$ cat config.mk
export PLATFORM = sky130hd
export DESIGN_NAME = matvec_sequencer
export DESIGN_NICKNAME = d
export VERILOG_FILES = /design/src/rtl/matvec_pkg.sv /design/src/rtl/matvec_mac.sv /design/src/rtl/matvec_sequencer.sv
export SDC_FILE = /design/constraint.sdc
export NUM_CORES = 1
export LEC_CHECK = 0
export BUFFER_PORTS_ARGS = -buffer_cell sky130_fd_sc_hd__buf_2
export CAP_MARGIN = 20
export CORE_UTILIZATION = 25
export DETAILED_ROUTE_END_ITERATION = 8
export PLACE_DENSITY_LB_ADDON = 0.12
export SLEW_MARGIN = 20
export SYNTH_ARGS = -nofsm -noshare
export SYNTH_HDL_FRONTEND = slang
export SYNTH_SLANG_ARGS = --single-unit
$ cat constraint.sdc
create_clock -name clk -period 4.9 [get_ports clk]
set_input_delay 0.98 -clock clk [delete_from_list [all_inputs] [get_ports clk]]
set_output_delay 0.98 -clock clk [all_outputs]
set_load 0.01 [all_outputs]
$ cat src/rtl/matvec_pkg.sv
// Shared types and default sizes for the matrix-vector sequencer.
package matvec_pkg;

   localparam int unsigned MATVEC_DATA_W = 8;
   localparam int unsigned MATVEC_ACC_W  = 20;
   localparam int unsigned MATVEC_MAX_L  = 8;

   typedef enum logic [2:0] {
      IDLE,
      FETCH,
      DRAIN,
      OUTPUT,
      DONE
   } MatvecState_t;

endpackage

$ cat src/rtl/matvec_mac.sv
// Multiply-accumulate for one row dot product.
// MATVEC_SAT_EN selects saturating accumulation; otherwise the sum wraps.
module matvec_mac
   import matvec_pkg::*;
#(
   parameter int unsigned DATA_W = MATVEC_DATA_W,
   parameter int unsigned ACC_W  = MATVEC_ACC_W
) (
   input  logic              clk,
   input  logic              reset,
   input  logic              load_first,
   input  logic              acc_en,
   input  logic [DATA_W-1:0] mat_data,
   input  logic [DATA_W-1:0] vec_data,
   output logic [ACC_W-1:0]  acc
);

   localparam int unsigned PROD_W = 2 * DATA_W;

   logic [PROD_W-1:0] prod;
   logic [ACC_W-1:0]  prod_ext;
   logic [ACC_W-1:0]  acc_next;

   assign prod     = PROD_W'(mat_data) * PROD_W'(vec_data);
   assign prod_ext = ACC_W'(prod);

`ifdef MATVEC_SAT_EN
   logic [ACC_W:0] sum;

   // A carry out clamps to all-ones; a clamped value stays clamped until the next row load.
   always_comb begin
      sum      = '0;
      acc_next = '0;
      sum      = (ACC_W + 1)'(acc) + (ACC_W + 1)'(prod_ext);
      acc_next = sum[ACC_W] ? '1 : sum[ACC_W-1:0];
   end
`else
   always_comb begin
      acc_next = '0;
      acc_next = acc + prod_ext;
   end
`endif

   always_ff @(posedge clk or posedge reset) begin
      if (reset) begin
         acc <= '0;
      end else if (acc_en) begin
         acc <= load_first ? prod_ext : acc_next;
      end
   end

endmodule

$ cat src/rtl/matvec_sequencer.sv
// Reads an LxL matrix and an L-vector from RAM and emits one dot product per row on a valid/ready port.
// Define MATVEC_SAT_EN for a saturating accumulator (see matvec_mac).
module matvec_sequencer
   import matvec_pkg::*;
#(
   parameter int unsigned DATA_W = MATVEC_DATA_W,
   parameter int unsigned ACC_W  = MATVEC_ACC_W,
   parameter int unsigned MAX_L  = MATVEC_MAX_L,
   parameter int unsigned IDX_W  = $clog2(MAX_L),
   parameter int unsigned ADDR_W = $clog2(MAX_L * MAX_L)
) (
   input  logic              clk,
   input  logic              reset,
   input  logic              start_i,
   input  logic [IDX_W:0]    length_i,
   output logic              rd_en_o,
   output logic [ADDR_W-1:0] mat_addr_o,
   output logic [IDX_W-1:0]  vec_addr_o,
   input  logic [DATA_W-1:0] mat_data_i,
   input  logic [DATA_W-1:0] vec_data_i,
   output logic [ACC_W-1:0]  res_data_o,
   output logic [IDX_W-1:0]  res_row_o,
   output logic              res_valid_o,
   input  logic              res_ready_i,
   output logic              busy_o,
   output logic              done_o,
   output logic              err_o
);

   localparam int unsigned LEN_W = IDX_W + 1;

   MatvecState_t      state, state_next;
   logic [LEN_W-1:0]  len, len_next;
   logic [IDX_W-1:0]  row, row_next;
   logic [IDX_W-1:0]  col, col_next;
   logic              last_col, last_row, len_ok;

   logic              rd_en_next, res_valid_next, busy_next, done_next, err_next;
   logic [ADDR_W-1:0] mat_addr_next;
   logic [IDX_W-1:0]  vec_addr_next, res_row_next;

   // Read data arrives one cycle after the strobe, so the MAC controls trail the FETCH state by one cycle.
   logic              mac_acc_en, mac_load_first;

   assign last_col = (LEN_W'(col) == (len - LEN_W'(1)));
   assign last_row = (LEN_W'(row) == (len - LEN_W'(1)));
   assign len_ok   = (length_i != '0) && (length_i <= LEN_W'(MAX_L));

   // Next state, counters, and next values of the registered outputs.
   always_comb begin
      state_next = state;
      len_next   = len;
      row_next   = row;
      col_next   = col;
      err_next   = 1'b0;

      case (state)
         IDLE: begin
            if (start_i) begin
               if (len_ok) begin
                  len_next   = length_i;
                  row_next   = '0;
                  col_next   = '0;
                  state_next = FETCH;
               end else begin
                  err_next = 1'b1;
               end
            end
         end
         FETCH: begin
            if (last_col) begin
               col_next   = '0;
               state_next = DRAIN;
            end else begin
               col_next = col + IDX_W'(1);
            end
         end
         DRAIN: begin
            state_next = OUTPUT;
         end
         OUTPUT: begin
            if (res_ready_i) begin
               if (last_row) begin
                  state_next = DONE;
               end else begin
                  row_next   = row + IDX_W'(1);
                  col_next   = '0;
                  state_next = FETCH;
               end
            end
         end
         DONE: begin
            state_next = IDLE;
         end
         default: begin
            state_next = IDLE;
         end
      endcase

      rd_en_next     = (state_next == FETCH);
      mat_addr_next  = rd_en_next ?
                       ADDR_W'(ADDR_W'(row_next) * ADDR_W'(len_next) + ADDR_W'(col_next)) : '0;
      vec_addr_next  = rd_en_next ? col_next : '0;
      res_valid_next = (state_next == OUTPUT);
      res_row_next   = res_valid_next ? row_next : '0;
      busy_next      = (state_next != IDLE);
      done_next      = (state_next == DONE);
   end

   always_ff @(posedge clk or posedge reset) begin
      if (reset) begin
         state          <= IDLE;
         len            <= '0;
         row            <= '0;
         col            <= '0;
         rd_en_o        <= 1'b0;
         mat_addr_o     <= '0;
         vec_addr_o     <= '0;
         res_row_o      <= '0;
         res_valid_o    <= 1'b0;
         busy_o         <= 1'b0;
         done_o         <= 1'b0;
         err_o          <= 1'b0;
         mac_acc_en     <= 1'b0;
         mac_load_first <= 1'b0;
      end else begin
         state          <= state_next;
         len            <= len_next;
         row            <= row_next;
         col            <= col_next;
         rd_en_o        <= rd_en_next;
         mat_addr_o     <= mat_addr_next;
         vec_addr_o     <= vec_addr_next;
         res_row_o      <= res_row_next;
         res_valid_o    <= res_valid_next;
         busy_o         <= busy_next;
         done_o         <= done_next;
         err_o          <= err_next;
         mac_acc_en     <= (state == FETCH);
         mac_load_first <= (state == FETCH) && (col == '0);
      end
   end

   // The accumulator register is the result register; it is idle while OUTPUT waits.
   matvec_mac #(
      .DATA_W (DATA_W),
      .ACC_W  (ACC_W)
   ) u_mac (
      .clk        (clk),
      .reset      (reset),
      .load_first (mac_load_first),
      .acc_en     (mac_acc_en),
      .mat_data   (mat_data_i),
      .vec_data   (vec_data_i),
      .acc        (res_data_o)
   );

endmodule
**Word level (Yosys, flattened, before mapping)**

Index checks and enable logic that the tools add are counted.

- Register bits: 52
- Bits of input ports: 24
- Output and inout port bits: 37
- Word-level logic and storage cells: 64

- Add/subtract/negate cells: 5
- $mul: 2
- Magnitude comparators: 1
- Equality and inequality tests: 8
- Muxes and demuxes: 27
- Reductions and logical operators: 6

Operator list:

| operator | count |
|---|---|
| 3-bit 2-to-1 mux | 16 |
| 20-bit by 16-bit adder with 20-bit output | 1 |
| 20-bit 2-to-1 mux | 1 |
| 8-bit by 8-bit multiplier with 16-bit output | 1 |
| 4-bit 2-to-1 mux | 3 |
| 3-bit case mux with 4 select lines | 1 |
| 3-bit by 2-bit == test with 1-bit output (second input constant) | 3 |
| 3-bit case mux with 3 select lines | 1 |
| 3-bit by 4-bit == test with 1-bit output | 2 |
| 3-bit by 1-bit adder with 3-bit output (second input constant) | 2 |
| 6-bit by 3-bit adder with 6-bit output | 1 |
| 3-bit by 1-bit == test with 1-bit output (second input constant) | 2 |
| 3-bit logical NOT | 2 |
| 3-bit by 4-bit multiplier with 6-bit output | 1 |
| 6-bit 2-to-1 mux | 1 |
| 3-bit case mux with 2 select lines | 1 |
| 4-bit less-or-equal comparator (second input constant) | 1 |
| 4-bit nonzero test | 1 |
| 4-bit by 1-bit subtractor with 4-bit output (second input constant) | 1 |
| 3-bit == test (second input constant) | 1 |
| 1-bit 2-to-1 mux | 3 |
| 3-bit nonzero test | 1 |
| 1-bit logical AND | 2 |

**Longest topological paths before layout**

- Word-level depth: 8
- Depth in mapped cells: 23

**Modules after synthesis**

Synthesis repeated with hierarchy kept, for this count alone.

- Cells, all modules: 603
- Area, all modules: 5551.6 µm²

Modules (own cells, without submodules):

| module | instances | cells an instance | area each (µm²) | sequential area each (µm²) |
|---|---|---|---|---|
| matvec_mac | 1 | 438 | 3788.6 | 500.5 |
| matvec_sequencer | 1 | 165 | 1762.9 | 800.8 |

**Worst setup path before layout**

Ideal clock, no wire load.

- Kind: input-to-reg
- From: input mat_data_i[1]
- To: register u_mac.acc[17]
- Setup time: 0.144 ns
- Data arrival time: 5.861 ns
- Required time: 4.756 ns
- Path slack: -1.105 ns
- Stages on the path: 21
- Path buffers: 0
- Path through: and2_1 fa_1 fa_1 fa_1 inv_1 fa_1 inv_1 ha_1 o21ai_0 nand2b_1 a31oi_1 o21bai_1 a211oi_1 nor2_1 ha_1 a21o_1 a21oi_1 nor2_1 a221oi_2 mux2i_1 o22ai_1

- Cells in the longest elaborated chain, start to end: 3

RTL lines:

| item | RTL line | source |
|---|---|---|
| from (decl) | matvec_sequencer.sv:19 | `input logic [DATA_W-1:0] mat_data_i,` |
| 8-bit by 8-bit multiplier with 16-bit output | matvec_mac.sv:24 | `assign prod = PROD_W'(mat_data) * PROD_W'(vec_data);` |
| 20-bit by 16-bit adder with 20-bit output | matvec_mac.sv:40 | `acc_next = acc + prod_ext;` |
| 20-bit 2-to-1 mux | matvec_mac.sv:48 | `acc <= load_first ? prod_ext : acc_next;` |
| to (signal assigned) | matvec_mac.sv:48 |  |
| to (decl) | matvec_mac.sv:15 | `output logic [ACC_W-1:0] acc` |

Every way passes these cells.
A chain may end at the register's enable or synchronous reset.

**Final worst setup path**

- From: input vec_data_i[3]
- To: register u_mac.acc[17]

- Cells in the longest elaborated chain, start to end: 3

RTL lines:

| item | RTL line | source |
|---|---|---|
| from (decl) | matvec_sequencer.sv:20 | `input logic [DATA_W-1:0] vec_data_i,` |
| 8-bit by 8-bit multiplier with 16-bit output | matvec_mac.sv:24 |  |
| 20-bit by 16-bit adder with 20-bit output | matvec_mac.sv:40 |  |
| 20-bit 2-to-1 mux | matvec_mac.sv:48 |  |

Every way passes these cells.

==> impl_metrics.tcl <==
set metrics [dict create \
    arrival_ns 5.74 \
    syn_inst 607 \
    syn_area_per_cell_um2 9.220 \
    synth_ff_type "dfrtp_1" \
    die_w_um 151.6 \
    worst_slew_pin_slew_ns 0.9028 \
    cap_violations 0 \
    clk_pin_slew_ns 0.08 \
    diodes 0 \
    first_iter_violations 135 \
    skew_ns 0.009981 \
    path_class "in2reg" \
    cpMaxStageDelayCell "fa_1" \
    synth_edf_count 0 \
    fp-row-count 54 \
    cts_tree "built" \
    syn-num-nets 740 \
    layout-area-overhead-vs-synth_pct 40.76 \
    cts_sinks 52 \
    drc 0 \
    status "finished, violations left" \
    holdBufCountCts 0 \
    grt_max_degree 53 \
    cp-end-kind "flip-flop" \
    core_mm2 0.02189 \
    start_kind "primary input" \
    wl_per_cell_um 14.27 \
    cts_root_buf "clkbuf_16" \
    gp_congestion 0.7830 \
    cts_buffers 5 \
    first_pass_iters 4 \
    nets 897 \
    cp_max_fo 7 \
    netlist_area_mm2 0.005597 \
    clock_path_buffers 2 \
    synthArstFlopShare 1.000 \
    antenna_found_initial 0 \
    synth_seq_area_share 0.2325 \
    finalSetupViolCount 12 \
    clkLatencyLatePin_ns 0.30 \
    drv_slew 0 \
    die_h_um 151.6 \
    h-tree-depth 2 \
    initial_core_util 0.2557 \
    groute.usage.overall 0.1349 \
    portBuffers 60 \
    cp.required_ns 5.04 \
    viasPerCell 4.515 \
    holdWs_ns 0.5326 \
    postLayoutCoreUtil 0.3599 \
    overflow 0 \
    layout_setup_ws_ns -0.7007 \
    die_area_mm2 0.02299 \
    vias 4718 \
    io_pins 61 \
    ant_nets 0 \
    ys_seq_elements 52 \
    cp_common_cell "fa_1" \
    finalWirelength_um 14910 \
    ys_types 56 \
    grt_pass1_vias 5006 \
    hold_class "reg2reg" \
    hpwl_um 11690 \
    fmaxAchievable_mhz 178.5 \
    failed_checks "negative setup slack" \
    drive_gt1_frac 0.3830 \
    period_share 1.143 \
    finalCriticalPeriod_ns 5.601 \
    synth-warning-count 0 \
    cp_cell_sequence "buf_8, and2_4, fa_1, fa_1, fa_1, inv_1, fa_1, inv_2, ha_4, or2_4, o21ai_2, nand2_2, xor2_2, ha_1, a21o_1, a21o_1, a21oi_2, nor2_2, a221oi_4, mux2i_1, o22ai_1" \
    maxSlewHeadroom 0.3982 \
    slowest_delay_ns 0.56 \
    hold_viol_final 0 \
    grt_pass1_wl_um 24550 \
    rsz0062_at_grt "true" \
]
-- cell type report --
type                            instances  area (µm²)
Fill cell                            2208       14010
Multi-Input combinational cell        473        4658
Sequential cell                        52        1301
Timing Repair Buffer                  155        1131
Tap cell                              280       350.3
Inverter                               77       289.0
Clock buffer                            5       125.1
Clock inverter                          3       22.52
-- Yosys cell counts, types with 2 or more instances --
master,instances,share of area
nand2_1,44,0.030
o21ai_1,3,0.0027
a21oi_1,31,0.028
a221o_1,4,0.0072
buf_1,3,0.0020
xor2_1,12,0.019
and2_1,64,0.072
nand2b_1,5,0.0056
nor4_1,2,0.0022
nand3_1,12,0.011
or2_2,3,0.0034
nor3_1,6,0.0054
o211ai_1,4,0.0054
and3_1,4,0.0045
mux2i_1,14,0.025
nor3b_1,2,0.0027
a31oi_1,2,0.0022
a21o_1,14,0.019
mux2_2,6,0.012
inv_1,76,0.051
nor2b_1,12,0.013
a221oi_2,2,0.0054
ha_1,68,0.15
clkbuf_1,2,0.0013
and2_2,2,0.0027
o21bai_1,4,0.0054
xnor2_1,22,0.034
nor2_1,33,0.022
a211oi_1,6,0.0080
o21a_1,2,0.0027
dfrtp_1,52,0.23
o22ai_1,6,0.0067
o21ai_0,18,0.016
a21oi_2,4,0.0063
or3_1,2,0.0022
fa_1,41,0.15
-- state kept, by name, indices dropped and copies added (netlist names), 3 cells and up --
signal	count
state	3
len	4
row	3
vec_addr_o	3
mat_addr_o	6
res_row_o	3
u_mac.acc	20
col	3
-- layout by cell type, fill, tap and decap left out, types with 14 or more instances in the layout --
cell / n
inv_1: 67
mux2i_1: 14
nand2_1: 34
a21o_1: 14
dfrtp_1: 52
buf_6: 20
buf_4: 84
ha_1: 55
buf_2: 49
nor2_1: 29
and2_1: 52
fa_1: 37
a21oi_1: 22
-- kinds of logic (layout without fill, tap and decap cells) --
| logic type | Yosys count | after routing | share of synthesized area |
|---|---|---|---|
| flops | 52 | 52 | 0.2325 |
| buf+inv | 82 | 240 | 0.05500 |
| mux | 22 | 22 | 0.04359 |
| fa+ha+maj | 109 | 109 | 0.2987 |
| simple gates | 198 | 198 | 0.1862 |
| xor+xnor | 34 | 34 | 0.05321 |
| compound gates | 110 | 110 | 0.1308 |
-- final timing paths --
path | from | slack (ns) | depth (start not counted) | to
max reg2reg | len[0]$_DFF_PP0_ | 0.46 | 17 | mat_addr_o[5]$_DFF_PP0_
min reg2reg | col[2]$_DFF_PP0_ | 0.53 | 1 | mac_load_first$_DFF_PP0_
max | vec_data_i[3] | -0.70 | 21 | u_mac.acc[17]$_DFFE_PP0P_
max in group asynchronous | reset | 3.52 | 3 | vec_addr_o[2]$_DFF_PP0_
min | col[2]$_DFF_PP0_ | 0.53 | 1 | mac_load_first$_DFF_PP0_
min in group asynchronous | reset | 0.88 | 3 | u_mac.acc[10]$_DFFE_PP0P_
-- layer usage --
| layer | track usage | vias up | wire length, µm |
|---|---|---|---|
| met1 | 0.1590 | 2296 | 6431 |
| met2 | 0.2534 | 58 | 7805 |
| met3 | 0.02156 | 9 | 530 |
| met4 | 0.03069 | 0 | 146 |
| met5 | 0 | - | 0 |
| li1 | - | 2355 | - |
-- stage by stage --
stage | instance area, µm² | TNS (ns) | setup slack, ns | std cells
floorplan | 5757 | -5.121 | -0.6483 | 607
finish | 7878 | -6.083 | -0.7007 | 1045
global route | 7878 | -8.571 | -0.8867 | 1045
global placement | 7004 | -12.09 | -1.116 | 1024
detailed placement | 7004 | -12.34 | -1.158 | 1024
CTS | 7532 | -6.263 | -0.6576 | 1040
-- critical path, delay by kind of cell --
| family | cells | cell delay (ns) |
|---|---|---|
| adder cells (fa/ha/maj) | 6 | 2.51 |
| AO/OA/AOI/OAI | 6 | 1.02 |
| AND/OR/NAND/NOR | 4 | 0.57 |
| multiplexers | 1 | 0.22 |
| buffers and inverters | 3 | 0.21 |
| XOR/XNOR | 1 | 0.21 |
-- what timing repair did --
item / in CTS / in global routing
setup endpoints to repair: 13 / 13
gates resized for setup: 73 / 60
endpoints found under the hold margin: 0 / 0
gates cloned: 0 / 0
setup buffers: 8 / 7
pin swaps: 52 / 42
Power is left out: the tool's default activity adds up to more than one toggle a clock period on the data nets, which glitch-free logic cannot reach.
